**src/rtl/pacman_pkg.sv**
```systemverilog
// Shared types and constants for the ghost behaviour logic.
package pacman_pkg;

  typedef enum logic [1:0] {
    SCATTER = 2'd0,
    CHASE   = 2'd1,
    FRIGHT  = 2'd2
  } ghost_mode_t;

  localparam int unsigned DEF_NUM_GHOSTS = 3;
  localparam int unsigned BONUS_W        = 11;
  localparam logic [BONUS_W-1:0] BONUS_BASE = BONUS_W'(200);

endpackage

```
**src/rtl/ghost_mode_scheduler_if.sv**
```systemverilog
// Game-event inputs and ghost-mode outputs of the ghost mode scheduler.
interface ghost_mode_scheduler_if
  import pacman_pkg::*;
#(
  parameter int unsigned NUM_GHOSTS = DEF_NUM_GHOSTS
);
  logic                  frame_tick;
  logic                  run;
  logic                  restart;
  logic                  pellet_eaten;
  logic [NUM_GHOSTS-1:0] ghost_eaten;
  ghost_mode_t           mode;
  logic [NUM_GHOSTS-1:0] frightened;
  logic                  flash;
  logic                  reverse;
  logic [BONUS_W-1:0]    bonus_pts;
  logic                  bonus_valid;
  logic [2:0]            phase;

  modport master (
    output frame_tick, run, restart, pellet_eaten, ghost_eaten,
    input  mode, frightened, flash, reverse, bonus_pts, bonus_valid, phase
  );

  modport slave (
    input  frame_tick, run, restart, pellet_eaten, ghost_eaten,
    output mode, frightened, flash, reverse, bonus_pts, bonus_valid, phase
  );
endinterface

```
**src/rtl/frame_timer.sv**
```systemverilog
// Loadable down-counter stepped by frame ticks; holds at zero.
module frame_timer #(
  parameter int unsigned W = 11
) (
  input  logic         Clk,
  input  logic         load,
  input  logic [W-1:0] load_val,
  input  logic         tick,
  input  logic         en,
  output logic [W-1:0] count,
  output logic         zero
);

  assign zero = (count == '0);

  always_ff @(posedge Clk) begin
    if (load) begin
      count <= load_val;
    end else if (en && tick && !zero) begin
      count <= count - W'(1);
    end
  end

endmodule

```
**src/rtl/ghost_mode_scheduler.sv**
```systemverilog
// Ghost mode sequencer: scatter/chase schedule, fright override and ghost-eaten bonus arbiter.
module ghost_mode_scheduler
  import pacman_pkg::*;
#(
  parameter int unsigned NUM_GHOSTS     = DEF_NUM_GHOSTS,
  parameter int unsigned TIMER_W        = 11,
  parameter int unsigned SCATTER_FRAMES = 420,
  parameter int unsigned CHASE_FRAMES   = 1200,
  parameter int unsigned FRIGHT_FRAMES  = 360,
  parameter int unsigned FLASH_FRAMES   = 120,
  parameter int unsigned NUM_PHASES     = 4
) (
  input logic Clk,
  input logic Reset,
  ghost_mode_scheduler_if.slave bus
);

  localparam logic [TIMER_W-1:0] SCATTER_LOAD = TIMER_W'(SCATTER_FRAMES - 1);
  localparam logic [TIMER_W-1:0] CHASE_LOAD   = TIMER_W'(CHASE_FRAMES - 1);
  localparam logic [TIMER_W-1:0] FRIGHT_LOAD  = TIMER_W'(FRIGHT_FRAMES - 1);
  localparam logic [2:0]         LAST_PHASE   = 3'(NUM_PHASES - 1);
  localparam logic               FLASH_ON_LOAD = (FRIGHT_FRAMES <= FLASH_FRAMES);

  ghost_mode_t           mode, ret_mode;
  logic [2:0]            phase;
  logic [NUM_GHOSTS-1:0] frightened, pending;
  logic [NUM_GHOSTS-1:0] eaten, req, grant, fr_n, pend_n;
  logic [1:0]            chain;
  logic                  flash, reverse, bonus_valid;
  logic [BONUS_W-1:0]    bonus_pts;

  logic rst, pel, tick_ok, final_chase, base_end, fr_exit;
  logic base_load, base_en, base_zero, fr_load, fr_en, fr_zero;
  logic [TIMER_W-1:0] base_load_val, fr_count, base_count_unused;

  assign rst         = Reset | bus.restart;
  assign pel         = bus.run & bus.pellet_eaten;
  assign tick_ok     = bus.run & bus.frame_tick & ~pel;
  assign final_chase = (mode == CHASE) && (phase == LAST_PHASE);
  assign base_end    = tick_ok && (mode != FRIGHT) && base_zero && !final_chase;

  assign base_load     = rst | base_end;
  assign base_load_val = (!rst && mode == SCATTER) ? CHASE_LOAD : SCATTER_LOAD;
  assign base_en       = bus.run & ~pel & (mode != FRIGHT);
  assign fr_load       = rst | pel;
  assign fr_en         = bus.run & ~pel & (mode == FRIGHT);

  frame_timer #(.W(TIMER_W)) u_base_timer (
    .Clk      (Clk),
    .load     (base_load),
    .load_val (base_load_val),
    .tick     (bus.frame_tick),
    .en       (base_en),
    .count    (base_count_unused),
    .zero     (base_zero)
  );

  frame_timer #(.W(TIMER_W)) u_fright_timer (
    .Clk      (Clk),
    .load     (fr_load),
    .load_val (FRIGHT_LOAD),
    .tick     (bus.frame_tick),
    .en       (fr_en),
    .count    (fr_count),
    .zero     (fr_zero)
  );

  // Newly eaten ghosts join the request set in the same cycle so a bonus follows one edge later.
  always_comb begin
    eaten = '0;
    if (bus.run && !pel) eaten = bus.ghost_eaten & frightened;
    req   = pel ? '0 : (pending | eaten);
    grant = '0;
    for (int unsigned i = NUM_GHOSTS; i > 0; i--) begin
      if (req[i-1]) begin
        grant      = '0;
        grant[i-1] = 1'b1;
      end
    end
    pend_n  = req & ~grant;
    fr_n    = pel ? '1 : (frightened & ~grant);
    fr_exit = (mode == FRIGHT) && !pel &&
              ((tick_ok && fr_zero) || (fr_n == '0 && pend_n == '0));
  end

  always_ff @(posedge Clk) begin
    if (rst) begin
      mode        <= SCATTER;
      ret_mode    <= SCATTER;
      phase       <= '0;
      frightened  <= '0;
      pending     <= '0;
      chain       <= '0;
      flash       <= 1'b0;
      reverse     <= 1'b0;
      bonus_pts   <= '0;
      bonus_valid <= 1'b0;
    end else begin
      reverse     <= 1'b0;
      pending     <= pend_n;
      frightened  <= fr_n;
      bonus_valid <= (grant != '0);
      if (grant != '0) begin
        bonus_pts <= BONUS_BASE << chain;
        if (chain != 2'd3) chain <= chain + 2'd1;
      end
      if (pel) begin
        if (mode != FRIGHT) begin
          ret_mode <= mode;
          reverse  <= 1'b1;
        end
        mode  <= FRIGHT;
        chain <= '0;
        flash <= FLASH_ON_LOAD;
      end else if (mode == FRIGHT) begin
        if (fr_exit) begin
          mode       <= ret_mode;
          frightened <= '0;
          flash      <= 1'b0;
          chain      <= '0;
        end else if (tick_ok && !fr_zero) begin
          // Remaining ticks after this decrement equal the current count.
          flash <= (32'(fr_count) <= FLASH_FRAMES);
        end
      end else if (base_end) begin
        reverse <= 1'b1;
        if (mode == SCATTER) begin
          mode <= CHASE;
        end else begin
          mode  <= SCATTER;
          phase <= phase + 3'd1;
        end
      end
    end
  end

  assign bus.mode        = mode;
  assign bus.frightened  = frightened;
  assign bus.flash       = flash;
  assign bus.reverse     = reverse;
  assign bus.bonus_pts   = bonus_pts;
  assign bus.bonus_valid = bonus_valid;
  assign bus.phase       = phase;

endmodule
```
**src/flat_wrapper.sv**
```systemverilog
// flat-port wrapper written by rule: the top's interface ports become plain ports
module ghost_mode_scheduler_flat import pacman_pkg::*;
#(
  parameter int unsigned NUM_GHOSTS     = DEF_NUM_GHOSTS,
  parameter int unsigned TIMER_W        = 11,
  parameter int unsigned SCATTER_FRAMES = 420,
  parameter int unsigned CHASE_FRAMES   = 1200,
  parameter int unsigned FRIGHT_FRAMES  = 360,
  parameter int unsigned FLASH_FRAMES   = 120,
  parameter int unsigned NUM_PHASES     = 4
)
  (Clk, Reset, bus_frame_tick, bus_run, bus_restart, bus_pellet_eaten, bus_ghost_eaten, bus_mode, bus_frightened, bus_flash, bus_reverse, bus_bonus_pts, bus_bonus_valid, bus_phase);
  ghost_mode_scheduler_if #(.NUM_GHOSTS(NUM_GHOSTS)) bus_i ();
  input logic Clk;
  input logic Reset;
  input wire logic [$bits(bus_i.frame_tick)-1:0] bus_frame_tick;
  input wire logic [$bits(bus_i.run)-1:0] bus_run;
  input wire logic [$bits(bus_i.restart)-1:0] bus_restart;
  input wire logic [$bits(bus_i.pellet_eaten)-1:0] bus_pellet_eaten;
  input wire logic [$bits(bus_i.ghost_eaten)-1:0] bus_ghost_eaten;
  output wire logic [$bits(bus_i.mode)-1:0] bus_mode;
  output wire logic [$bits(bus_i.frightened)-1:0] bus_frightened;
  output wire logic [$bits(bus_i.flash)-1:0] bus_flash;
  output wire logic [$bits(bus_i.reverse)-1:0] bus_reverse;
  output wire logic [$bits(bus_i.bonus_pts)-1:0] bus_bonus_pts;
  output wire logic [$bits(bus_i.bonus_valid)-1:0] bus_bonus_valid;
  output wire logic [$bits(bus_i.phase)-1:0] bus_phase;
  assign bus_i.frame_tick = bus_frame_tick;
  assign bus_i.run = bus_run;
  assign bus_i.restart = bus_restart;
  assign bus_i.pellet_eaten = bus_pellet_eaten;
  assign bus_i.ghost_eaten = bus_ghost_eaten;
  assign bus_mode = bus_i.mode;
  assign bus_frightened = bus_i.frightened;
  assign bus_flash = bus_i.flash;
  assign bus_reverse = bus_i.reverse;
  assign bus_bonus_pts = bus_i.bonus_pts;
  assign bus_bonus_valid = bus_i.bonus_valid;
  assign bus_phase = bus_i.phase;
  ghost_mode_scheduler #(.NUM_GHOSTS(NUM_GHOSTS), .TIMER_W(TIMER_W), .SCATTER_FRAMES(SCATTER_FRAMES), .CHASE_FRAMES(CHASE_FRAMES), .FRIGHT_FRAMES(FRIGHT_FRAMES), .FLASH_FRAMES(FLASH_FRAMES), .NUM_PHASES(NUM_PHASES)) u_core (.Clk(Clk), .Reset(Reset), .bus(bus_i));
endmodule
```
**config.mk**
```make
export PLATFORM = sky130hd
export DESIGN_NAME = ghost_mode_scheduler_flat
export DESIGN_NICKNAME = d
export VERILOG_FILES = /design/src/rtl/pacman_pkg.sv /design/src/rtl/ghost_mode_scheduler_if.sv /design/src/rtl/frame_timer.sv /design/src/rtl/ghost_mode_scheduler.sv /design/src/flat_wrapper.sv
export SDC_FILE = /design/constraint.sdc
export NUM_CORES = 1
export LEC_CHECK = 0
export ABC_CLOCK_PERIOD_IN_PS = 4300
export CAP_MARGIN = 20
export CORE_ASPECT_RATIO = 1.4
export CORE_MARGIN = 1.5
export CORE_UTILIZATION = 42
export CTS_CLUSTER_SIZE = 40
export DETAILED_ROUTE_END_ITERATION = 10
export DONT_BUFFER_PORTS = 1
export GPL_ROUTABILITY_DRIVEN = 0
export GPL_TIMING_DRIVEN = 0
export PLACE_DENSITY = 0.56
export SYNTH_ARGS = -nofsm -noshare
export SYNTH_HDL_FRONTEND = slang
export SYNTH_SLANG_ARGS = --single-unit
```
**constraint.sdc**
```tcl
create_clock -name Clk -period 4.3 [get_ports Clk]
set_input_delay 0.86 -clock Clk [delete_from_list [all_inputs] [get_ports Clk]]
set_output_delay 0.86 -clock Clk [all_outputs]
set_load 0.01 [all_outputs]
```
After elaboration in Yosys (flattened, before gate mapping)
Cells that the tools add are included.

storage, ports and cells
  register bits = 51
  bits in latches = 0
  RAM bits = 0
  memory bits (read-only) = 0
  bits of input ports = 9
  output and inout port bits = 22
  word-level logic and storage cells = 107
  memories = 0

cells by class
  add/sub/neg operators = 4
  multiply operators = 0
  divide/modulo/power cells = 0
  order comparisons = 1
  equal/unequal tests = 7
  shift operators = 1
  multiplexer cells = 27
  bitwise gates (word level) = 17
  reductions and logical operators = 37

operators by type and width
  cell                                                              number
  2-to-1 mux 11 bit                                                 3
  2-to-1 mux 3 bit                                                  9
  zero test 11 bit                                                  2
  subtractor 11 x 1 -> 11 bit (second input constant)               2
  2-to-1 mux 2 bit                                                  8
  logical AND 1 bit                                                 15
  less-or-equal comparator 11 x 7 -> 1 bit (second input constant)  1
  << shifter 8 x 2 -> 11 bit (first input constant)                 1
  bitwise AND 3 bit                                                 3
  AND reduction 2 bit                                               4
  2-to-1 mux 1 bit                                                  7
  bitwise AND 1 bit                                                 6
  zero test 3 bit                                                   2
  nonzero test 2 bit                                                3
  nonzero test 3 bit                                                2
  zero test 1 bit                                                   5
  inequality test 2 bit (second input constant)                     2
  AND reduction 4 bit                                               1
  adder 3 x 1 -> 3 bit (second input constant)                      1
  == test 3 x 2 -> 1 bit (second input constant)                    1
  inequality test 3 x 1 -> 1 bit (second input constant)            1
  inverter 1 bit                                                    3
  inverter 3 bit                                                    1
  OR 1 bit                                                          3
  other kinds (8)                                                   8

Logic depth before layout (Yosys ltp)
  word-level depth = 19
  depth in mapped cells = 8

Modules after synthesis
From an unflattened synthesis, not the netlist that was laid out.

second synthesis, totals
  cells, all modules = 270
  area total of the unflattened synthesis = 2,580.0 µm²

modules (own cells, without submodules)
  module                times used  cells an instance  area each (µm²)
  frame_timer           2           65                 663.1
  ghost_mode_scheduler  1           140                1,253.7

Least setup slack after synthesis
No wires, ideal clock.

  kind = input-to-reg
  from = input bus_run
  to = register u_core.u_base_timer.count[0], enable pin
  arrival = 2.451 ns
  path slack = 1.454 ns
  stages = 6
  path through = buf_2 nand3b_1 or2b_2 or3_4 and2_0 o21ai_0

between the ends
  word-level cells in the longest chain between the ends = 8

RTL lines
  item                                     line                                                    text
  start: declaration                       flat_wrapper.sv:17                                      input wire logic [$bits(bus_i.run)-1:0] bus_run;
  bitwise AND 1 bit                        ghost_mode_scheduler.sv:37                              assign pel = bus.run & bus.pellet_eaten;
  inverter 1 bit                           ghost_mode_scheduler.sv:38, ghost_mode_scheduler.sv:44
  bitwise AND 1 bit                        ghost_mode_scheduler.sv:38                              assign tick_ok = bus.run & bus.frame_tick & ~pel;
  logical AND 1 bit (3 in a row)           ghost_mode_scheduler.sv:40                              assign base_end = tick_ok && (mode != FRIGHT) && base_zero && !final_chase;
  OR 1 bit                                 ghost_mode_scheduler.sv:42                              assign base_load = rst | base_end;
  nonzero test 2 bit (no source line) (*)  -
  end signal: assignment                   frame_timer.sv:18                                       count <= load_val;
  end signal: assignment                   frame_timer.sv:20                                       count <= count - W'(1);
  end: declaration                         frame_timer.sv:10                                       output logic [W-1:0] count,

Every way passes the cells marked *; elsewhere a longest branch is shown, timed or not.
A chain may end at the register's enable or synchronous reset.

Worst setup path in the final report
  from = register u_core.phase[0] (netlist: u_core.bus.phase[0])
  to = register u_core.u_base_timer.count[6], enable pin

between the ends
  word-level cells in the longest chain between the ends = 6

RTL lines
  item                                 line                         text
  start: declaration                   ghost_mode_scheduler.sv:25   logic [2:0] phase;
  start signal: assignment             ghost_mode_scheduler.sv:131  phase <= phase + 3'd1;
  == test 3 x 2 -> 1 bit               ghost_mode_scheduler.sv:39   assign final_chase = (mode == CHASE) && (phase == LAST_PHASE);
  logical AND 1 bit                    ghost_mode_scheduler.sv:39
  zero test 1 bit                      ghost_mode_scheduler.sv:40
  logical AND 1 bit                    ghost_mode_scheduler.sv:40
  OR 1 bit                             ghost_mode_scheduler.sv:42
  nonzero test 2 bit (no source line)  -

Every way passes these cells.

==> impl_metrics.tcl <==
set metrics [dict create \
    clockBufferDepth 2 \
    insertedDiodeCount 0 \
    peakVddDrop_mv 0.150 \
    areaGrowthSynthToFinish_pct 8.38 \
    cp_common_cell "ha_1" \
    synth_seq_cells 47 \
    viasPerCell 5.22 \
    rsz0062_at_grt "no" \
    p_per_area_nw_per_um2 310 \
    hold_buffers 0 \
    cp_slowest_cell "or3_4" \
    cts_resized 0 \
    drc 0 \
    fmax_ghz 0.358 \
    dr_total_vias 1734 \
    placementRows 32 \
    async_reset_ff_share_pct 0 \
    worst_slew_pin_slew_ns 0.682 \
    hp-class "reg2reg" \
    outcome "completed" \
    postCtsSetupBuffers 0 \
    cts_buffers 5 \
    finalWorstSetupSlack_ns 1.51 \
    worst-endpoint-required_ns 4.31 \
    yosysWarningCount 0 \
    synth.distinct_cells 52 \
    io_pins 31 \
    totalWireLength_um 4590 \
    finalCriticalPeriod_ns 2.79 \
    ys_seq_area_share_pct 44.5 \
    synthFlopType "dfxtp_1" \
    critPathCaptureType "register" \
    cp-start-kind "register" \
    fp.coreArea_um2 5450 \
    synthTopCellsByArea "dfxtp_1 (31%), edfxtp_1 (14%), ha_1 (5.8%), xor2_1 (5.2%), nor2_1 (5.1%)" \
    finalHoldViolCount 0 \
    syn-instance-count 253 \
    critical_path_class "reg2reg" \
    numPortBuffers 0 \
    antenna_found_initial 0 \
    cts_htree_levels 2 \
    final_nets 283 \
    synth.avg_cell_area_um2 9.33 \
    cts_root_buffer "clkbuf_8" \
    ant_nets 0 \
    cts_tree "yes" \
    yosysTopAreaCell "dfxtp_1" \
    drt_iter0_markers 128 \
    path_clk_slew_ns 0.09 \
    synth_edf_count 11 \
    fp.dieW_um 66.4 \
    finalClockSkew_ns 0.00658 \
    drv_cap 0 \
    clock_latency_ns 0.29 \
    track_usage_pct 15.7 \
    leakagePower_uw 0.000958 \
    wl_per_cell_um 13.8 \
    overflow 0 \
    cts_sinks 47 \
    drv_slew 0 \
    crit_fanout 9 \
    post-place-ws_ns 1.29 \
    grt_max_degree 16 \
    hpwl_um 3350 \
    grt_pass1_vias 1641 \
    r2r_slack_ns 1.51 \
    firstDrtPassIters 4 \
    dieArea_um2 6080 \
    start_util_pct 43.3 \
    die_h_um 91.7 \
    finalCritPeriodShare_pct 64.9 \
    syn-cell-area_um2 2360 \
    relSlewSlack_pct 54.4 \
    cp_slowest_stage_delay_ns 0.43 \
    arrival_ns 2.80 \
    drive_gt1_share_pct 10.6 \
    grt_pass1_wl_um 7420 \
    finalSetupViolCount 0 \
    tns_ns 0 \
    synth_top_area_share_pct 30.5 \
    path_cells "ha_1 -> ha_1 -> and3b_1 -> or4_1 -> or3_4 -> and2_0 -> o21ai_1 -> buf_4" \
]
==> cells in the mapped netlist, drive strengths merged, types with 3 or more instances <==
| library cell | instances |
|---|---|
| buf | 6 |
| xnor2 | 4 |
| clkbuf | 4 |
| mux2i | 9 |
| nand2 | 26 |
| ha | 11 |
| dfxtp | 36 |
| edfxtp | 11 |
| or3 | 3 |
| inv | 12 |
| nand3 | 6 |
| nor4 | 3 |
| a21oi | 10 |
| nand4 | 5 |
| or4 | 5 |
| and3 | 3 |
| xor2 | 14 |
| nor2 | 33 |
| nor3 | 9 |
| o211ai | 3 |
| o21ai | 12 |
==> path summary, 6_finish.rpt <==
kind	cells past startpoint	from	end
max	8	u_core.bus.phase[0]	u_core.u_base_timer.count[6]
min	2	u_core.ret_mode[0]	u_core.ret_mode[0]
max reg2reg	8	u_core.bus.phase[0]	u_core.u_base_timer.count[6]
min reg2reg	2	u_core.ret_mode[0]	u_core.ret_mode[0]
==> routing by layer <==
layer | share of wire [%] | vias up | GRT usage [%]
li1 | - | 896 | -
met1 | 44 | 803 | 18.8
met2 | 50 | 31 | 26.9
met3 | 3.9 | 4 | 3.44
met4 | 1.2 | 0 | 5.95
met5 | 0 | - | 0
==> stage by stage <==
stage                     util (%)  hold slack, ns  instance area [um^2]  cells  power [uW]
final                         47.0           0.485                  2560    332         792
after global routing          47.0           0.517                  2560    332         830
after CTS                     47.0           0.485                  2560    332         804
after detailed placement      45.2           0.471                  2460    324         521
after global placement        45.0           0.466                  2450    323         520
after floorplan                  -           0.452                  2370    255         509
==> sequential cells by signal (all words and copies together) (netlist names) <==
signal / cells
u_core.u_base_timer.count: 11
u_core.bus.flash: 1
u_core.u_fright_timer.count: 11
u_core.pending: 2
u_core.bus.phase: 3
u_core.bus.mode: 2
u_core.chain: 2
u_core.ret_mode: 2
u_core.bus.reverse: 1
u_core.bus.bonus_valid: 1
u_core.bus.bonus_pts: 8
u_core.bus.frightened: 3
==> cell families after synthesis <==
logic type	share of synthesized area (%)
AND/OR/NAND/NOR	24.4
flip-flops	44.5
AO/OA/AOI/OAI	8.96
buffers and inverters	5.09
XOR/XNOR	6.68
adder cells (fa/ha/maj)	5.83
multiplexers	4.29
other	0.159
==> worst max-delay path: cells and delay by family, from the launching register on <==
kind	cells	cell delay (ns)
and+or+nand+nor	4	1.27
adders and majority gates	2	0.40
DFF	1	0.37
buffers and inverters	1	0.24
AOI/OAI and AO/OA	1	0.22
==> cell type report <==
class,count,area (um^2)
Fill cell,550,2890
Multi-Input combinational cell,186,1200
Sequential cell,47,1050
Tap cell,68,85.1
Clock buffer,6,82.6
Buffer,10,75.1
Inverter,12,45.0
Clock inverter,2,15.0
Timing Repair Buffer,1,7.51
==> cells in the final DEF, fill, tap and decap left out, types with 4 or more instances in the layout <==
| cell type | synthesis | layout |
|---|---|---|
| inv_1 | 12 | 12 |
| xor2_1 | 14 | 14 |
| nand3_1 | 6 | 6 |
| a21oi_1 | 10 | 10 |
| xnor2_1 | 4 | 4 |
| ha_1 | 11 | 11 |
| nand2_1 | 26 | 26 |
| edfxtp_1 | 11 | 11 |
| nor3_1 | 9 | 9 |
| dfxtp_1 | 36 | 36 |
| mux2i_1 | 9 | 9 |
| nor2_1 | 32 | 32 |
| nand4_1 | 5 | 5 |
| o21ai_0 | 12 | 11 |
| clkbuf_8 | 1 | 7 |
| buf_4 | 3 | 4 |
==> report_power, final <==
group	switching [uW]	internal [uW]	total, uW
Sequential	9.26	459	468
Clock	150	132	282
Combinational	26.3	16.2	42.6
Total	185	607	792
No activity file was read; power rests on OpenSTA's default activity.
